File: src/rtl/muldiv_sequencer_pkg.sv
// Shared ALU code constants, sequencer state encodings and op-class helpers.
package muldiv_sequencer_pkg;

  localparam logic [3:0] ALU_SRL  = 4'd0;
  localparam logic [3:0] ALU_SLL  = 4'd1;
  localparam logic [3:0] ALU_ADD  = 4'd2;
  localparam logic [3:0] ALU_AND  = 4'd3;
  localparam logic [3:0] ALU_OR   = 4'd4;
  localparam logic [3:0] ALU_XOR  = 4'd5;
  localparam logic [3:0] ALU_SLT  = 4'd6;
  localparam logic [3:0] ALU_MUL  = 4'd7;
  localparam logic [3:0] ALU_MULH = 4'd8;
  localparam logic [3:0] ALU_DIV  = 4'd9;
  localparam logic [3:0] ALU_REM  = 4'd10;
  localparam logic [3:0] ALU_SUB  = 4'd11;

  localparam logic [1:0] ST_IDLE  = 2'd0;
  localparam logic [1:0] ST_CALC  = 2'd1;
  localparam logic [1:0] ST_FIXUP = 2'd2;
  localparam logic [1:0] ST_DONE  = 2'd3;

  function automatic logic is_m_op(input logic [3:0] op);
    return (op == ALU_MUL) || (op == ALU_MULH) || (op == ALU_DIV) || (op == ALU_REM);
  endfunction

  function automatic logic is_div_op(input logic [3:0] op);
    return (op == ALU_DIV) || (op == ALU_REM);
  endfunction

endpackage

File: src/rtl/muldiv_step.sv
// One unsigned iteration of shift-add multiply or restoring divide.
// Multiply layout: acc = {partial_hi, multiplier_remaining}, shifts right.
// Divide layout:   acc = {remainder, dividend/quotient}, shifts left.
module muldiv_step #(
  parameter int XLEN = 32
) (
  input  logic [2*XLEN-1:0] acc,
  input  logic [XLEN-1:0]   operand,
  input  logic              is_div,
  output logic [2*XLEN-1:0] acc_next
);

  logic [XLEN:0] mul_sum;
  logic [XLEN:0] div_shift;
  logic [XLEN:0] div_diff;

  // Compute both candidate updates and pick by op class.
  always_comb begin
    mul_sum   = {1'b0, acc[2*XLEN-1:XLEN]} + (acc[0] ? {1'b0, operand} : {(XLEN+1){1'b0}});
    div_shift = acc[2*XLEN-1:XLEN-1];
    div_diff  = div_shift - {1'b0, operand};
    if (is_div) begin
      if (!div_diff[XLEN]) begin
        acc_next = {div_diff[XLEN-1:0], acc[XLEN-2:0], 1'b1};
      end else begin
        acc_next = {div_shift[XLEN-1:0], acc[XLEN-2:0], 1'b0};
      end
    end else begin
      acc_next = {mul_sum, acc[XLEN-1:1]};
    end
  end

endmodule

File: src/rtl/muldiv_sequencer.sv
// Multi-cycle MUL/MULH/DIV/REM sequencer: magnitude iteration, then sign
// application and RISC-V corner-case overrides in a single fixup cycle.
//
//  state  | meaning
//  IDLE   | waiting for start with an M-extension code
//  CALC   | XLEN unsigned iterations, one per cycle
//  FIXUP  | apply signs / corner cases, write result
//  DONE   | done pulse, result valid
module muldiv_sequencer
  import muldiv_sequencer_pkg::*;
#(
  parameter int XLEN  = 32,
  parameter int CNT_W = 6
) (
  input  logic            clk,
  input  logic            reset,
  input  logic            start,
  input  logic            flush,
  input  logic [3:0]      alu_op,
  input  logic [XLEN-1:0] op_a,
  input  logic [XLEN-1:0] op_b,
  output logic            busy,
  output logic            done,
  output logic [XLEN-1:0] result
);

  localparam logic [XLEN-1:0]  MIN_VAL  = {1'b1, {(XLEN-1){1'b0}}};
  localparam logic [CNT_W-1:0] LAST_CNT = CNT_W'(XLEN - 1);

  logic [1:0]        state_q, state_d;
  logic [CNT_W-1:0]  cnt_q, cnt_d;
  logic [3:0]        op_q, op_d;
  logic [XLEN-1:0]   abs_a_q, abs_a_d;
  logic [XLEN-1:0]   abs_b_q, abs_b_d;
  logic              sign_a_q, sign_a_d;
  logic              sign_b_q, sign_b_d;
  logic [2*XLEN-1:0] acc_q, acc_d;
  logic [XLEN-1:0]   result_q, result_d;

  logic [2*XLEN-1:0] step_acc;
  logic [XLEN-1:0]   abs_a_in, abs_b_in;
  logic [2*XLEN-1:0] prod_signed;
  logic [XLEN-1:0]   quo, rem;
  logic              div_zero, div_ovf;
  logic [XLEN-1:0]   fix_value;

  muldiv_step #(.XLEN(XLEN)) u_step (
    .acc      (acc_q),
    .operand  (is_div_op(op_q) ? abs_b_q : abs_a_q),
    .is_div   (is_div_op(op_q)),
    .acc_next (step_acc)
  );

  // Signed result selection with divide corner-case overrides.
  always_comb begin
    abs_a_in    = op_a[XLEN-1] ? (~op_a + 1'b1) : op_a;
    abs_b_in    = op_b[XLEN-1] ? (~op_b + 1'b1) : op_b;
    prod_signed = (sign_a_q ^ sign_b_q) ? (~acc_q + 1'b1) : acc_q;
    quo         = acc_q[XLEN-1:0];
    rem         = acc_q[2*XLEN-1:XLEN];
    div_zero    = (abs_b_q == '0);
    div_ovf     = sign_a_q && (abs_a_q == MIN_VAL) && sign_b_q && (abs_b_q == XLEN'(1));
    fix_value   = '0;
    case (op_q)
      ALU_MUL:  fix_value = prod_signed[XLEN-1:0];
      ALU_MULH: fix_value = prod_signed[2*XLEN-1:XLEN];
      ALU_DIV: begin
        if (div_zero)     fix_value = '1;
        else if (div_ovf) fix_value = MIN_VAL;
        else              fix_value = (sign_a_q ^ sign_b_q) ? (~quo + 1'b1) : quo;
      end
      ALU_REM: begin
        if (div_zero)     fix_value = sign_a_q ? (~abs_a_q + 1'b1) : abs_a_q;
        else if (div_ovf) fix_value = '0;
        else              fix_value = sign_a_q ? (~rem + 1'b1) : rem;
      end
      default: fix_value = '0;
    endcase
  end

  // Next-state, capture, iteration and flush abort.
  always_comb begin
    state_d  = state_q;
    cnt_d    = cnt_q;
    op_d     = op_q;
    abs_a_d  = abs_a_q;
    abs_b_d  = abs_b_q;
    sign_a_d = sign_a_q;
    sign_b_d = sign_b_q;
    acc_d    = acc_q;
    result_d = result_q;
    case (state_q)
      ST_IDLE: begin
        if (start && !flush && is_m_op(alu_op)) begin
          state_d  = ST_CALC;
          op_d     = alu_op;
          abs_a_d  = abs_a_in;
          abs_b_d  = abs_b_in;
          sign_a_d = op_a[XLEN-1];
          sign_b_d = op_b[XLEN-1];
          // High half cleared; low half seeded with the value that gets shifted out.
          acc_d    = {{XLEN{1'b0}}, is_div_op(alu_op) ? abs_a_in : abs_b_in};
          cnt_d    = '0;
        end
      end
      ST_CALC: begin
        acc_d = step_acc;
        if (cnt_q == LAST_CNT) state_d = ST_FIXUP;
        else                   cnt_d   = cnt_q + 1'b1;
      end
      ST_FIXUP: begin
        result_d = fix_value;
        state_d  = ST_DONE;
      end
      ST_DONE:  state_d = ST_IDLE;
      default:  state_d = ST_IDLE;
    endcase
    if (flush && (state_q != ST_IDLE)) begin
      state_d  = ST_IDLE;
      result_d = result_q;
    end
  end

  // State and datapath registers.
  always_ff @(posedge clk or posedge reset) begin
    if (reset) begin
      state_q  <= ST_IDLE;
      cnt_q    <= '0;
      op_q     <= '0;
      abs_a_q  <= '0;
      abs_b_q  <= '0;
      sign_a_q <= 1'b0;
      sign_b_q <= 1'b0;
      acc_q    <= '0;
      result_q <= '0;
    end else begin
      state_q  <= state_d;
      cnt_q    <= cnt_d;
      op_q     <= op_d;
      abs_a_q  <= abs_a_d;
      abs_b_q  <= abs_b_d;
      sign_a_q <= sign_a_d;
      sign_b_q <= sign_b_d;
      acc_q    <= acc_d;
      result_q <= result_d;
    end
  end

  assign busy   = (state_q != ST_IDLE);
  assign done   = (state_q == ST_DONE);
  assign result = result_q;

endmodule

File: config.mk
export PLATFORM = sky130hd
export DESIGN_NAME = muldiv_sequencer
export DESIGN_NICKNAME = d
export VERILOG_FILES = /design/src/rtl/muldiv_sequencer_pkg.sv /design/src/rtl/muldiv_step.sv /design/src/rtl/muldiv_sequencer.sv
export SDC_FILE = /design/constraint.sdc
export NUM_CORES = 1
export LEC_CHECK = 0
export ABC_AREA = 1
export ABC_CLOCK_PERIOD_IN_PS = 6700
export CORE_UTILIZATION = 35
export CTS_CLUSTER_DIAMETER = 200
export DETAILED_ROUTE_END_ITERATION = 10
export MAX_ROUTING_LAYER = met4
export PLACE_DENSITY = 0.48
export SLEW_MARGIN = 20
export SYNTH_ARGS = -nofsm -noshare
export SYNTH_HDL_FRONTEND = slang
export SYNTH_SLANG_ARGS = --single-unit
File: constraint.sdc
create_clock -name clk -period 6.7 [get_ports clk]
set_input_delay 0.67 -clock clk [delete_from_list [all_inputs] [get_ports clk]]
set_output_delay 0.67 -clock clk [all_outputs]
set_load 0.01 [all_outputs]
==> results of run 1 <==
-- critical path, cell delays in order, from the launching register on --
cell	delay (ns)
dfrtp_1	0.39
inv_1	0.08
nand2_1	0.08
nor2_1	0.10
inv_1	0.10
nor2_4	0.44
nor2_4	0.08
inv_2	0.50
nand2_1	0.09
o21ai_0	0.16
ha_1	0.21
inv_1	0.08
fa_1	0.39
nand2_2	0.11
nand2_1	0.10
nand3_1	0.11
nand2_2	0.10
nand2_2	0.08
nand2_2	0.09
nand2_2	0.12
nand3_4	0.12
nand2_4	0.53
inv_1	0.55
nand2_1	0.18
nand3_1	0.09
nand2_1	0.08
nand2_1	0.04
-- routing by layer --
metal	GRT usage	wire length, um	share of wire
met1	0.500	49000	0.49
met2	0.493	42000	0.42
met3	0.0394	6700	0.066
met4	0.108	3080	0.031
met5	-	0	0
-- sequential cells by signal (all words and copies together), names as in the netlist --
signal    count
result       32
cnt_q         6
abs_b_q      32
acc_q        64
sign_a_q      1
op_q          4
abs_a_q      32
sign_b_q      1
state_q       2
-- final timing paths --
| check | from | to | slack, ns | depth (start not counted) |
|---|---|---|---|---|
| max in group asynchronous | reset | result[6] | 4.95 | 3 |
| setup / recovery | op_q[2] | acc_q[49] | 1.57 | 26 |
| hold / removal | result[13] | result[13] | 0.48 | 2 |
| hold reg to reg | result[13] | result[13] | 0.48 | 2 |
| setup reg to reg | op_q[2] | acc_q[49] | 1.57 | 26 |
| min in group asynchronous | reset | abs_b_q[29] | 0.59 | 2 |
-- per-stage QoR --
step	cell area [um2]	hold WS, ns
6_report	22900	0.478
5_1_grt	22900	0.509
4_1_cts	22900	0.484
3_5_place_dp	22300	0.465
3_3_place_gp	22300	0.463
2_1_floorplan	20700	0.453
-- logic make-up after synthesis --
kind of cell	share of synthesized area
AOI/OAI and AO/OA	0.111
adders and majority gates	0.0467
and+or+nand+nor	0.485
xor gates and xnor gates	0.0364
DFF	0.211
buffers and inverters	0.110
-- power groups by stage --
stage | registers (mW) | logic [mW] | clock network [mW]
after floorplan | 1.96 | 6.03 | 0
after global placement | 2.38 | 8.49 | 0
after detailed placement | 2.38 | 8.51 | 0
after CTS | 2.36 | 8.56 | 1.11
after global routing | 2.42 | 9.61 | 1.14
final | 2.39 | 8.74 | 1.08
-- cell type report --
cell class,instances,area [um2],area share
Sequential cell,174,4360,0.190
Tap cell,765,957,0.0417
Timing Repair Buffer,130,1250,0.0545
Clock buffer,17,425,0.0185
Multi-Input combinational cell,2974,14100,0.614
Inverter,447,1680,0.0734
Antenna cell,1,2.50,0.000109
Clock inverter,15,188,0.00818
-- placed cells by master (no fill, tap or decap), types with 6 or more instances in the layout --
master,n
a21o_1,6
a21oi_1,126
buf_4,24
clkbuf_16,17
clkdlybuf4s50_1,105
dfrtp_1,173
ha_1,74
inv_1,434
inv_2,7
nand2_1,1365
nand2_2,14
nand3_1,410
nand3_2,20
nand3b_1,20
nand4_1,41
nor2_1,429
nor2_2,6
nor2_4,8
nor3_1,28
o211ai_1,22
o21ai_0,208
o21ai_1,40
o21bai_1,10
or2_2,18
xnor2_1,13
xor2_1,73
==> summary.txt, run 1 <==
Clk sink count - 174
CP Launch Type - flop
Max_cap viols - 0
Core area - 58000 um2
Num CTS Buffers - 17
Pins over their slew limit - 0
Sequential fraction of the synthesis area - 0.211
Synthesized instance count - 3719
TNS Setup - 0 ns
Sw Pwr - 7.56 mW
Hold crit path type - flop to flop
Layout cells sized above 1 - 0.0386
GRT overflow - 0
Die X - 245 um
CP arrival - 5.54 ns
Largest net degree at the start of global routing - 122
DR pass1 iterations - 8
Most common cell in the netlist - nand2_1
Count of state elements after synthesis - 174
Worst-path clk slew - 0.08 ns
Power Density - 533 nW/um2
Area Overhead vs Synth - 11.0%
Status - finished, final reports clean
GRT Resource Usage Total - 0.344
Post-CTS Repair Setup Buffers - 0
Boundary Pins - 106
Slew HR - 0.297
Peak supply drop - 0.291 mV
Worst Skew - 0.0163 ns
Die Area - 60000 um2
Clk pwr share - 0.089
Syn. warnings - 0
Crit path max fanout - 41
Initial cell density of the core - 0.356
Synth area leader - nand2_1
Via-to-Cell Ratio - 5.43
Synth async-reset ratio - 1.00
# setup viols final - 0
First-pass GRT wire length - 148000 um
Final min period - 5.13 ns
Hpwl dp - 81900 um
Vias in the first global route - 22400
Total power draw - 12.2 mW
Antenna violations before repair - 1
Setup WS pre-CTS - 1.65 ns
Hold-fix buffers, CTS - 0
DP Cell Count - 4490
Main synth FF type - dfrtp_1
Seq pwr share - 0.196
Per-cell routed wire length - 22.3 um
Post-synth EDFFs - 0
Port buffer count - 105
RSZ-0062 raised after global routing - no
Core Util, Final - 0.395
PostCTS Resize Cnt - 0
Die H - 245 um
Critical path required time - 7.10 ns
Post-Route WL - 101000 um
Max Clock Freq - 0.195 GHz
Clk buf depth - 2
Number of placement rows - 88
1st-iter DRT viols - 2370
Drt drc - 0
Fill cells - 6571
Commonest cells in the netlist - nand2_1, inv_1, nor2_1
Critical path endpoint category - flop
Cell Area, Synth - 20700 um2
Share of the synthesized area in the top cell type - 0.248
H-tree depth - 4
Via count - 24600
Lkg Pwr - 11.8 nW
Synth area leaders - nand2_1, dfrtp_1, nand3_1
Sw Ratio - 0.619
Worst-margin pin slew - 1.05 ns
# nets final - 3892
Hold Vio Cnt, Final - 0
Min setup slack post-route - 1.57 ns
Setup CP Type - flop to flop
Synth unique cells - 49
GPL Wtd Cong - 1.02
CTS tree - done
Skew-Pair Late Insertion Delay - 0.52 ns
Logic pwr share - 0.716
Mean post-synth cell area - 5.56 um2
Routed Antenna Nets - 0
Final Cycle Share - 0.766
Internal Power - 4.65 mW
Post-Layout Cell Count - 4523
CTS root buf - clkbuf_16
Synth Net Count - 3867
Power figures use the tool's default switching activity.
==> run 2, diff against run 1 <==
--- a/config.mk
+++ b/config.mk
@@ -6,7 +6,7 @@
 export NUM_CORES = 1
 export LEC_CHECK = 0
 export ABC_AREA = 1
-export ABC_CLOCK_PERIOD_IN_PS = 6700
+export ABC_CLOCK_PERIOD_IN_PS = 4800
 export CORE_UTILIZATION = 35
 export CTS_CLUSTER_DIAMETER = 200
 export DETAILED_ROUTE_END_ITERATION = 10
==> constraint.sdc (replaced) <==
create_clock -name clk -period 4.8 [get_ports clk]
set_input_delay 0.48 -clock clk [delete_from_list [all_inputs] [get_ports clk]]
set_output_delay 0.48 -clock clk [all_outputs]
set_load 0.01 [all_outputs]
==> summary.txt, run 2 (synthesis results as in run 1) <==
Status - finished, final reports clean
Crit path buffers/inverters - 6
Max_cap viols - 0
CP arrival - 4.49 ns
Max FFs per register - 64
DR pass1 iterations - 6
Pins over their slew limit - 0
Worst-margin pin slew - 1.07 ns
Boundary Pins - 106
Reg2reg start - op_q[2]
Critical path endpoint category - flop
Clk buf depth - 2
Largest net degree at the start of global routing - 87
Via count - 24500
PostCTS Resize Cnt - 0
Total power draw - 17.3 mW
Core Util, Final - 0.398
Peak supply drop - 0.377 mV
Number of placement rows - 88
Diode count - 0
Fill cells - 6559
Hold Vio Cnt, Final - 0
Skew-Pair Late Insertion Delay - 0.52 ns
# nets final - 3909
Biggest register - acc_q
Hold-fix buffers, CTS - 0
Routed Antenna Nets - 0
Crit-path most repeated cell - nand2_1
Die X - 245 um
Die Area - 60000 um2
GRT Resource Usage Total - 0.341
Area Overhead vs Synth - 11.7%
Hpwl dp - 81400 um
GPL Wtd Cong - 1.02
# setup viols final - 0
Via-to-Cell Ratio - 5.40
Hold crit path type - primary input to async pin
Finished Cell Area - 23100 um2
Power Density - 748 nW/um2
1st-iter DRT viols - 2459
FF-to-FF path depth - 24
H-tree depth - 4
Critical path required time - 5.19 ns
Post-Layout Cell Count - 4539
WHS - 0.405 ns
Cell chain of the critical path - inv_1, nand2_1, nor2_1, inv_1, nor2_4, nor2_4, buf_12, o21ai_0, ha_1, nand2_1, inv_1, nand2_1, nand2_1, nand2_1, nand2_1, a21oi_2, nand3_4, nand2_4, inv_1, buf_4, nand2_1, nand3_1, nand2_1, nand2_1
Vias in the first global route - 23000
GRT overflow - 0
Register Area - 4360 um2
Setup crit start - op_q[2]
Slew HR - 0.289
Final Cycle Share - 0.855
Commonest non-fill, non-tap cell in the layout - nand2_1
Post-CTS Repair Setup Buffers - 0
Antenna violations before repair - 0
Crit path largest cell delay - 0.61 ns
Worst Skew - 0.0268 ns
Slowest library cell on the worst path - o21ai_0
Area of the multi-input gates - 14100 um2
Max Clock Freq - 0.244 GHz
Most frequent cells in the layout - nand2_1, inv_1, nor2_1
DP Cell Count - 4507
Setup WS pre-CTS - 0.795 ns
TNS Setup - 0 ns
Port buffer count - 105
Per-cell routed wire length - 21.9 um
Drt drc - 0
R2r setup slk - 0.70 ns
Layout cells sized above 1 - 0.0427
CP Launch Type - flop
Num CTS Buffers - 17
Min setup slack post-route - 0.698 ns
Top Family by Delay on Critical Path - simple AND/OR/NAND/NOR gates
Final min period - 4.10 ns
Placed instance area - 22500 um2
Setup CP Type - flop to flop
Core area - 58000 um2
CTS root buf - clkbuf_16
First-pass GRT wire length - 147000 um
CTS tree - done
Clk sink count - 174
Post-Route WL - 99600 um
Die H - 245 um
Lkg Pwr - 11.9 nW
Initial cell density of the core - 0.356
Crit path max fanout - 62
FF-to-FF End - acc_q[59]
Worst-path clk slew - 0.09 ns
RSZ-0062 raised after global routing - no
==> run 2: cell types whose count changed in the layout (fill, tap and decap cells not counted), sizes merged <==
| cell | previous run | this run |
|---|---|---|
| clkinv | 12 | 8 |
| diode | 1 | 0 |
| buf | 25 | 42 |
| inv | 449 | 452 |
| clkbuf | 17 | 18 |
==> run 2: worst max-delay path by stage <==
| stage | cells after the start | end | slack, ns |
|---|---|---|---|
| global route | 25 | acc_q[63] | 0.40 |
| detailed placement | 24 | acc_q[63] | 0.79 |
| finish | 24 | acc_q[59] | 0.70 |
| CTS | 24 | acc_q[63] | 0.77 |
| floorplan | 27 | acc_q[0] | 1.48 |
| global placement | 24 | acc_q[63] | 0.86 |
==> run 2: final cells by class <==
class / instances / area share
flip-flops and latches: 174 / 0.189
repair buffers: 147 / 0.0619
clock buffers: 18 / 0.0186
clock inverters: 14 / 0.00704
well taps: 765 / 0.0415
inverters: 447 / 0.0728
multi-input cells: 2974 / 0.610
==> run 2: power by group <==
group          switching (mW)  internal [mW]
Sequential               1.13           2.13
Clock                   0.798          0.702
Combinational            8.70           3.81
==> run 2: routing by layer <==
metal / vias up / global-route usage / share of wire
li1: 11900 / - / -
met1: 11500 / 0.463 / 0.46
met2: 973 / 0.508 / 0.43
met3: 130 / 0.0475 / 0.068
met4: 0 / 0.136 / 0.042
met5: - / - / 0
==> run 3, diff against run 2 <==
--- a/config.mk
+++ b/config.mk
@@ -6,7 +6,7 @@
 export NUM_CORES = 1
 export LEC_CHECK = 0
 export ABC_AREA = 1
-export ABC_CLOCK_PERIOD_IN_PS = 4800
+export ABC_CLOCK_PERIOD_IN_PS = 3900
 export CORE_UTILIZATION = 35
 export CTS_CLUSTER_DIAMETER = 200
 export DETAILED_ROUTE_END_ITERATION = 10
==> constraint.sdc (replaced) <==
create_clock -name clk -period 3.9 [get_ports clk]
set_input_delay 0.39 -clock clk [delete_from_list [all_inputs] [get_ports clk]]
set_output_delay 0.39 -clock clk [all_outputs]
set_load 0.01 [all_outputs]
==> summary.txt, run 3 (synthesis results as in run 1) <==
Final min period - 3.70 ns
Initial cell density of the core - 0.356
First-pass GRT wire length - 150000 um
PostCTS Resize Cnt - 0
TNS Setup - 0 ns
Most frequent cells in the layout - nand2_1, inv_1, nor2_1
Hold-fix buffers, CTS - 0
DP Cell Count - 4546
Via count - 25000
Post-Route WL - 102000 um
Largest net degree at the start of global routing - 86
Worst-path clk slew - 0.09 ns
Register Area - 4360 um2
Post-Layout Cell Count - 4579
Drt drc - 0
Skew-Pair Late Insertion Delay - 0.51 ns
Status - finished, final reports clean
Max Clock Freq - 0.270 GHz
Per-cell routed wire length - 22.3 um
Biggest register - acc_q
Max FFs per register - 64
Clk sink count - 174
Crit path max fanout - 61
# setup viols final - 0
Worst-margin pin slew - 0.907 ns
Area of the multi-input gates - 14100 um2
RSZ-0062 raised after global routing - yes
Lkg Pwr - 12.1 nW
Number of placement rows - 88
Pins over their slew limit - 0
Commonest non-fill, non-tap cell in the layout - nand2_1
GRT Resource Usage Total - 0.349
Antenna violations before repair - 1
Power Density - 931 nW/um2
Via-to-Cell Ratio - 5.46
Port buffer count - 105
Clk buf depth - 2
H-tree depth - 4
CTS root buf - clkbuf_16
Worst Skew - 0.0262 ns
Setup CP Type - flop to flop
Die H - 245 um
CP Launch Type - flop
Vias in the first global route - 23200
CTS tree - done
Critical path required time - 4.30 ns
Hold Vio Cnt, Final - 0
Layout cells sized above 1 - 0.0551
Routed Antenna Nets - 0
# nets final - 3948
Hold crit path type - primary input to async pin
GRT overflow - 0
Slew HR - 0.395
Die X - 245 um
Area Overhead vs Synth - 13.4%
1st-iter DRT viols - 2809
DR pass1 iterations - 6
Die Area - 60000 um2
Num CTS Buffers - 17
Fill cells - 6555
Critical path endpoint category - flop
Total power draw - 21.8 mW
Hpwl dp - 83100 um
Post-CTS Repair Setup Buffers - 0
CP arrival - 4.11 ns
Max_cap viols - 0
Core area - 58000 um2
GPL Wtd Cong - 1.04
Boundary Pins - 106
Peak supply drop - 0.493 mV
Final Cycle Share - 0.950
==> run 3: per-stage QoR <==
| stage | hold slack [ns] | cell area, um2 | setup slack (ns) | util |
|---|---|---|---|---|
| 2_1_floorplan | 0.453 | 20700 | 0.579 | - |
| 3_3_place_gp | 0.463 | 22800 | 0.133 | 0.393 |
| 3_5_place_dp | 0.465 | 22800 | 0.153 | 0.393 |
| 4_1_cts | 0.327 | 23400 | 0.147 | 0.403 |
| 5_1_grt | 0.380 | 23400 | -0.0344 | 0.404 |
| 6_report | 0.333 | 23400 | 0.197 | 0.404 |
==> run 3: layout make-up <==
type                    count  share of cell area
diodes                      1            0.000107
clock buffers              17              0.0182
clock inverters            15             0.00700
inverters                 447              0.0718
multi-input cells        2974               0.602
flip-flops and latches    174               0.186
well taps                 765              0.0409
repair buffers            186              0.0740
==> run 3: per-layer routing <==
metal / track usage / vias up / share of wire
met3: 0.0462 / 155 / 0.070
met4: 0.143 / 0 / 0.042
met2: 0.518 / 1026 / 0.43
met1: 0.474 / 11900 / 0.46
li1: - / 12000 / -
met5: - / - / 0
==> run 3: worst paths after layout <==
check                      cells past startpoint         end       start  slack (ns)
max                                           23   acc_q[61]     op_q[2]        0.20
min                                            2  result[29]       reset        0.33
max reg2reg                                   23   acc_q[61]     op_q[2]        0.20
min reg2reg                                    2  result[22]  result[22]        0.48
max in group asynchronous                      3    sign_a_q       reset        2.61
min in group clk                               2  result[22]  result[22]        0.48
==> run 3: power breakdown <==
part	switching (mW)	internal (mW)	total, mW
registers	1.29	2.62	3.91
logic	11.0	5.07	16.1
clock network	0.986	0.859	1.85
total	13.3	8.55	21.8
==> run 3: critical path, stage by stage (launching register included) <==
cell and delay [ns]:
dfrtp_1 0.39, inv_1 0.09, nand2_1 0.09, nor2_1 0.10
inv_1 0.09, nor2_4 0.12, nor2_4 0.06, buf_12 0.19
o21ai_0 0.48, ha_1 0.38, nand2_1 0.13, inv_1 0.05
nand2_1 0.09, nand3_1 0.17, nand2_1 0.12, nand2_1 0.17
nand2_1 0.24, nand3_1 0.10, nand2_1 0.21, nand2_1 0.08
nand2_1 0.06, nand2_1 0.06, nand3_1 0.08, nand2_1 0.05
